### config.mk
export PLATFORM = sky130hd
export DESIGN_NAME = instr_sequencer
export DESIGN_NICKNAME = d
export VERILOG_FILES = /design/src/rtl/instr_defs_pkg.sv /design/src/rtl/instr_sequencer.sv
export SDC_FILE = /design/constraint.sdc
export NUM_CORES = 1
export LEC_CHECK = 0
export CORE_AREA = 5 5 69 71
export CTS_BUF_LIST = sky130_fd_sc_hd__clkbuf_8 sky130_fd_sc_hd__clkbuf_16
export CTS_CLUSTER_DIAMETER = 30
export DETAILED_ROUTE_END_ITERATION = 10
export DIE_AREA = 0 0 74 76
export PLACE_DENSITY = 0.59
export SYNTH_ARGS = -nofsm -noshare
export SYNTH_HDL_FRONTEND = slang
export SYNTH_SLANG_ARGS = --single-unit
### constraint.sdc
create_clock -name clk -period 4.8 [get_ports clk]
set_clock_uncertainty 0.15 [all_clocks]
set_input_delay 0.96 -clock clk [delete_from_list [all_inputs] [get_ports clk]]
set_output_delay 0.96 -clock clk [all_outputs]
set_load 0.005 [all_outputs]
### src/rtl/instr_defs_pkg.sv
// Shared CPU definitions: opcode encodings seen by the control sequencer.
// Any opcode not listed here is an ALU operation (execute, then write back).
package instr_defs_pkg;
  localparam logic [3:0] kBEQ  = 4'h8;
  localparam logic [3:0] kBNE  = 4'h9;
  localparam logic [3:0] kLW   = 4'hA;
  localparam logic [3:0] kSW   = 4'hB;
  localparam logic [3:0] kHALT = 4'hF;
endpackage

### src/rtl/instr_sequencer.sv
// instr_sequencer: multi-cycle control FSM for the CPU core.
// Steps fetch/decode/execute/memory/writeback and drives the PC, register
// file and memory enables. It counts retired instructions with saturation,
// stops in HALT, and enters ERR when a memory access waits too long.
//
// Ports
//   clk        in   system clock, rising edge
//   reset      in   asynchronous, active-low reset
//   start      in   leaves IDLE (only looked at in IDLE)
//   op[3:0]    in   opcode from the instruction register
//   z          in   ALU zero flag, used in EXEC for branches
//   mem_ack    in   memory acknowledge; completes a transfer in the same cycle
//   mem_req    out  memory request (FETCH, MEM)
//   mem_we     out  memory write enable (MEM with a store)
//   ir_load    out  latch the fetched instruction
//   rf_we      out  register file write enable (WB)
//   pc_step    out  one-cycle pulse per retired instruction
//   pc_branch  out  take the relative branch; only asserted with pc_step
//   busy       out  high outside IDLE/HALT/ERR
//   halted     out  high in HALT
//   err        out  high in ERR
//   retired    out  saturating retired-instruction count
module instr_sequencer
  import instr_defs_pkg::*;
#(
  parameter int CNT_W   = 16,
  parameter int TIMEOUT = 15
) (
  input  logic             clk,
  input  logic             reset,
  input  logic             start,
  input  logic [3:0]       op,
  input  logic             z,
  input  logic             mem_ack,
  output logic             mem_req,
  output logic             mem_we,
  output logic             ir_load,
  output logic             rf_we,
  output logic             pc_step,
  output logic             pc_branch,
  output logic             busy,
  output logic             halted,
  output logic             err,
  output logic [CNT_W-1:0] retired
);

  // The wait counter only ever holds 0..TIMEOUT-1 before ERR is taken.
  localparam int TO_W = $clog2(TIMEOUT + 1);

  typedef enum logic [2:0] {
    S_IDLE, S_FETCH, S_DECODE, S_EXEC, S_MEM, S_WB, S_HALT, S_ERR
  } state_t;

  state_t            state_reg, state_next;
  logic [TO_W-1:0]   wait_reg, wait_next;
  logic [CNT_W-1:0]  retired_reg, retired_next;
  logic              timed_out;
  logic              is_mem_op;
  logic              is_branch;

  assign is_mem_op = (op == kLW) || (op == kSW);
  assign is_branch = (op == kBEQ) || (op == kBNE);
  // True on the TIMEOUT-th wait cycle; an ack in that same cycle still wins.
  assign timed_out = (wait_reg == TO_W'(TIMEOUT - 1));

  always_comb begin
    state_next = state_reg;
    mem_req    = 1'b0;
    mem_we     = 1'b0;
    ir_load    = 1'b0;
    rf_we      = 1'b0;
    pc_step    = 1'b0;
    pc_branch  = 1'b0;
    halted     = 1'b0;
    err        = 1'b0;
    case (state_reg)
      S_IDLE: begin
        if (start) state_next = S_FETCH;
      end
      S_FETCH: begin
        mem_req = 1'b1;
        if (mem_ack) begin
          ir_load    = 1'b1;
          state_next = S_DECODE;
        end else if (timed_out) begin
          state_next = S_ERR;
        end
      end
      S_DECODE: begin
        state_next = (op == kHALT) ? S_HALT : S_EXEC;
      end
      S_EXEC: begin
        if (is_mem_op) begin
          state_next = S_MEM;
        end else if (is_branch) begin
          // Branch resolves here; the PC unit decides taken/not-taken.
          pc_step    = 1'b1;
          pc_branch  = z;
          state_next = S_FETCH;
        end else begin
          state_next = S_WB;
        end
      end
      S_MEM: begin
        mem_req = 1'b1;
        mem_we  = (op == kSW);
        if (mem_ack) begin
          if (op == kSW) begin
            pc_step    = 1'b1;
            state_next = S_FETCH;
          end else begin
            state_next = S_WB;
          end
        end else if (timed_out) begin
          state_next = S_ERR;
        end
      end
      S_WB: begin
        rf_we      = 1'b1;
        pc_step    = 1'b1;
        state_next = S_FETCH;
      end
      S_HALT:  halted = 1'b1;
      S_ERR:   err    = 1'b1;
      default: state_next = S_IDLE;
    endcase
  end

  assign busy = (state_reg != S_IDLE) && (state_reg != S_HALT) && (state_reg != S_ERR);

  // Any state change restarts the wait count, so FETCH and MEM always begin
  // their handshake at zero.
  always_comb begin
    wait_next = wait_reg;
    if (state_next != state_reg) begin
      wait_next = '0;
    end else if (mem_req && !mem_ack) begin
      wait_next = wait_reg + TO_W'(1);
    end
  end

  always_comb begin
    retired_next = retired_reg;
    if (pc_step && (retired_reg != {CNT_W{1'b1}})) begin
      retired_next = retired_reg + CNT_W'(1);
    end
  end

  assign retired = retired_reg;

  always_ff @(posedge clk or negedge reset) begin
    if (!reset) begin
      state_reg   <= S_IDLE;
      wait_reg    <= '0;
      retired_reg <= '0;
    end else begin
      state_reg   <= state_next;
      wait_reg    <= wait_next;
      retired_reg <= retired_next;
    end
  end

endmodule

Word level (Yosys, flattened, before mapping)
Cells that the tools add are included.

operators by class
  $add $sub $neg = 2
  equal/unequal tests = 17
  mux-type cells = 26
  reductions and logical operators = 11

operators with widths
  operator                 count
  $eq A4 B4 Y1 const B     6
  $mux W3                  8
  $pmux W3 S6              1
  $add A16 B1 Y16 const B  1
  $ne A16 B16 Y1 const B   1
  $mux W1                  14
  $eq A3 B3 Y1 const B     4
  $mux W4                  2
  $eq A3 B2 Y1 const B     2
  $ne A3 B3 Y1 const B     2
  $add A4 B1 Y4 const B    1
  $logic_and A1 B1 Y1      4
  $eq A3 B1 Y1 const B     1
  $logic_not A3 Y1         1
  $ne A3 B3 Y1             1
  $pmux W1 S3              1
  $reduce_bool A3 Y1       1
  $logic_or A1 B1 Y1       2
  $reduce_bool A2 Y1       1
  $reduce_or A2 Y1         1
  $logic_not A1 Y1         1

word-level totals
  register bits = 23
  bits of input ports = 9
  output and inout bits = 25
  word-level logic and storage cells = 59

Longest topological paths before layout
  depth after elaboration = 7
  mapped depth = 7
  gate-level depth less buffers = 7

Worst setup path after synthesis
OpenSTA, ideal clock, no wires.

  path type = input to output
  start point = in op[2]
  end point = out pc_step
  arrival time = 1515 ps
  data required time = 3690 ps
  path slack = 2175 ps
  stages = 3
  buffers on the path = 0
  path through = and4b_1 > nand3_2 > nand2_1

on the way
  word-level cells in the longest chain between the ends = 5
  elaborated cells on any way between the ends = 11

ends and longest elaborated chain
  what                RTL line               text
  from (decl)         instr_sequencer.sv:32  input logic [3:0] op,
  $eq A4 B4 Y1        instr_sequencer.sv:62  assign is_branch = (op == kBEQ) || (op == kBNE);
  $logic_or A1 B1 Y1  instr_sequencer.sv:62
  $mux W1             instr_sequencer.sv:95  end else if (is_branch) begin
  $mux W1             instr_sequencer.sv:93  if (is_mem_op) begin
  $pmux W1 S3 *       instr_sequencer.sv:76  case (state_reg)
  to (decl)           instr_sequencer.sv:39  output logic pc_step,

Every way passes the cells marked *; elsewhere a longest branch is shown, timed or not.

Worst setup path in the final report
  start point = in op[1]
  end point = out pc_step

The elaborated chain is that of the path after synthesis.

==> results list <==
* Largest driver fanout on the critical path: 7
- Final setup viols: 0
* Area Overhead vs Synth: 29.5%
- Number of enable flip-flop cells after synthesis: 0
* Post-synth design cell area: 0.00138 mm²
* Vias per cell: 5.24
- After detailed routing, the number of remaining DRC violations is 0.
* Final-report hold violation count: 0
* Clock tree from TritonCTS: done
* Worst setup path class: in2out
- STA classifies the critical path startpoint as a primary input.
- Status: complete, no violations
* Root Driver: sky130_fd_sc_hd__clkbuf_8
- After clock tree synthesis, the clock-pin slew on the worst setup and hold paths is 80 ps.
* Post-synth top area cell: sky130_fd_sc_hd__dfrtp_1
- Counting the buffers created by CTS gives 3.
- Crit path time final: 3810 ps
* Number of instances in the synthesized netlist: 145
- Flip-flop cell with the highest count after synthesis: sky130_fd_sc_hd__dfrtp_1
- Final-layout worst hold slack: 361 ps
- The analysis attributes to cell leakage a power of 0.721 nW.
- After routing the design area is 0.00178 mm².
- Detailed routing inserted a total of 1194 vias.
* Hold buffers post-CTS: 0
- Antenna violations before repair: 0
* Top cells by count, synth: sky130_fd_sc_hd__dfrtp_1 (23), sky130_fd_sc_hd__xnor2_1 (15), sky130_fd_sc_hd__nand2_1 (12), sky130_fd_sc_hd__nor2_1 (12), sky130_fd_sc_hd__nand4_1 (10)
- Overall overflow remaining after global route: 0
- Synthesis inferred 23 register bits.
* Pwr per Cell Area: 444 mW/mm²
* Post-layout nets: 189
* Vias in the first global route: 1237
- In the final layout, the share of cells above drive strength 1 is 5.68%.
- In the final routed layout, each cell accounts on average for 14.1 µm.
- ANT nets after route: 0
- Latest clock arrival within the worst-skew pair: 260 ps
- Yosys warning count: 0
- Buffers from clock root to sink, at most: 2
- The share of the Yosys chip area taken by registers is 41.8%.
- Setup Slack @ Placement: 993 ps
- STA classifies the critical path endpoint as a primary output.
- Based on the critical path, the design can be clocked at up to 0.263 GHz.
- Worst Path Required: 3690 ps
* Placed Instance Area: 0.00174 mm²
- Clock sink count: 23
* Most frequent cell after synthesis: sky130_fd_sc_hd__dfrtp_1
- The number of antenna diodes in the final layout is 0.
- Global-route wire length before repair: 5500 µm
- Gp weighted congestion: 0.815
- The synthesized design devotes to its leading area cell type 41.8% of total area.
* Avg Cell Area, Syn: 9.50 µm²
- The floorplan step defined a die boundary enclosing 0.00562 mm².
* Final clock period utilization by the worst path: 79.4%
* Worst hold-check path type: reg2reg
* HPWL Detailed: 2380 µm
- All-layer global routing usage: 11.9%
- CTS H-Tree Depth: 1
- For the pin with the worst max-slew slack, the measured transition is 1100 ps.
* Mapped Nets: 157
- The die is 76 µm tall.
- Setup repair after global routing left no endpoint under its margin.
* Area of the core: 0.00417 mm²
- Initial Util: 33.0%
* Number of rows created at floorplan: 24
- For this run, the detailed router's first-pass iteration total came to 4.
* Slew Limit Headroom: 26.3%
* Quantity of gates resized following cts: 0
* PortBufs: 33
* Yosys cell types: 39
* Final sum of negative setup slack: 0 ps
* Cell types occupying the most area after synthesis: sky130_fd_sc_hd__dfrtp_1 (42%), sky130_fd_sc_hd__xnor2_1 (9.5%), sky130_fd_sc_hd__nand4_1 (4.5%)
- The floorplan step set the die width to 74 µm.
- Flip-flop count of the largest register, all copies and words added: 16
- Number of buffers inserted to repair setup after CTS: 0
- Data on the critical path arrives at its endpoint at 2700 ps.
- Largest net degree at the start of global routing: 24
* Number of violations of the max-capacitance limit: 0
- The final max-slew violation count was 0.
- Starting DRT DRC Count: 66
- Setup slack on the critical path of the routed design comes to 991 ps.
- Overall routed net length: 3220 µm
* Number of top-level design ports: 34
- The worst-case IR drop observed on VDD is 222 µV.
- After synthesis, the share of flip-flops with an asynchronous set or reset is 100%.
-- per-layer routing --
layer	GRT usage [%]	part of all wire, %	up-vias
met5	0	0	-
met4	1.81	0.25	0
met3	3.03	5.4	2
met2	20.7	51	27
met1	14.9	44	571
li1	-	-	594
-- worst max-delay path, cell delays in order --
cell	delay (ps)
sky130_fd_sc_hd__clkdlybuf4s50_1	540
sky130_fd_sc_hd__and4b_1	300
sky130_fd_sc_hd__nand3_2	110
sky130_fd_sc_hd__nand2_1	240
sky130_fd_sc_hd__clkdlybuf4s50_1	550
-- layout by cell type (no fill, tap or decap), types with 2 or more instances in the layout --
cell / instances
sky130_fd_sc_hd__and4b_1: 2
sky130_fd_sc_hd__inv_1: 4
sky130_fd_sc_hd__nor2_1: 12
sky130_fd_sc_hd__clkdlybuf4s50_1: 33
sky130_fd_sc_hd__a31oi_1: 2
sky130_fd_sc_hd__nor2b_1: 2
sky130_fd_sc_hd__xnor2_1: 15
sky130_fd_sc_hd__nand4_1: 10
sky130_fd_sc_hd__clkbuf_8: 3
sky130_fd_sc_hd__xor2_1: 3
sky130_fd_sc_hd__nand3_1: 8
sky130_fd_sc_hd__and4_1: 3
sky130_fd_sc_hd__a21oi_1: 4
sky130_fd_sc_hd__o221ai_1: 2
sky130_fd_sc_hd__o21ai_0: 5
sky130_fd_sc_hd__nand2_1: 12
sky130_fd_sc_hd__nor3_1: 4
sky130_fd_sc_hd__ha_1: 3
sky130_fd_sc_hd__dfrtp_1: 23
sky130_fd_sc_hd__and3_1: 7
sky130_fd_sc_hd__nand3_2: 2
-- cell type report --
| cell class | instances | area (µm²) |
|---|---|---|
| Tap cell | 52 | 65.1 |
| Clock inverter | 1 | 5.00 |
| Inverter | 4 | 15.0 |
| Timing Repair Buffer | 33 | 330 |
| Fill cell | 407 | 2390 |
| Clock buffer | 3 | 41.3 |
| Sequential cell | 23 | 576 |
| Multi-Input combinational cell | 112 | 752 |
-- kinds of logic (layout without fill, tap and decap cells) --
family	Yosys count	after routing	share of synthesized area, %
AOI/OAI and AO/OA	20	20	9.90
buffers and inverters	10	41	3.63
and+or+nand+nor	69	69	29.0
xor gates and xnor gates	18	18	11.4
DFF	23	23	41.8
adders and majority gates	3	3	2.73
muxes	2	2	1.54
-- through the flow --
stage | util, % | power, W | cells
global route | 42.7 | 0.000862 | 228
finish | 42.7 | 0.000792 | 228
CTS | 42.7 | 0.000802 | 228
global placement | 41.6 | 0.000666 | 224
detailed placement | 41.6 | 0.000677 | 224
floorplan | - | 0.000530 | 145
-- final timing paths --
path	slack, ps	to	cells after the start	startpoint
worst max register to register	2590	retired[1]$_DFFE_PN0P_	4	state_reg[0]$_DFF_PN0_
min in group asynchronous	1130	retired[3]$_DFFE_PN0P_	1	reset
max in group asynchronous	2700	retired[10]$_DFFE_PN0P_	1	reset
worst min-delay path	360	retired[15]$_DFFE_PN0P_	1	retired[15]$_DFFE_PN0P_
worst min register to register	360	retired[15]$_DFFE_PN0P_	1	retired[15]$_DFFE_PN0P_
worst max-delay path	990	pc_step	5	op[1]
-- report_power, final --
part,internal (W),total (W),switching [W],leakage (nW)
Sequential,0.000233,0.000321,0.0000883,0.305
Combinational,0.000187,0.000351,0.000164,0.391
Clock,0.0000579,0.000120,0.0000623,0.0255
(Power assumes the default switching activity.)
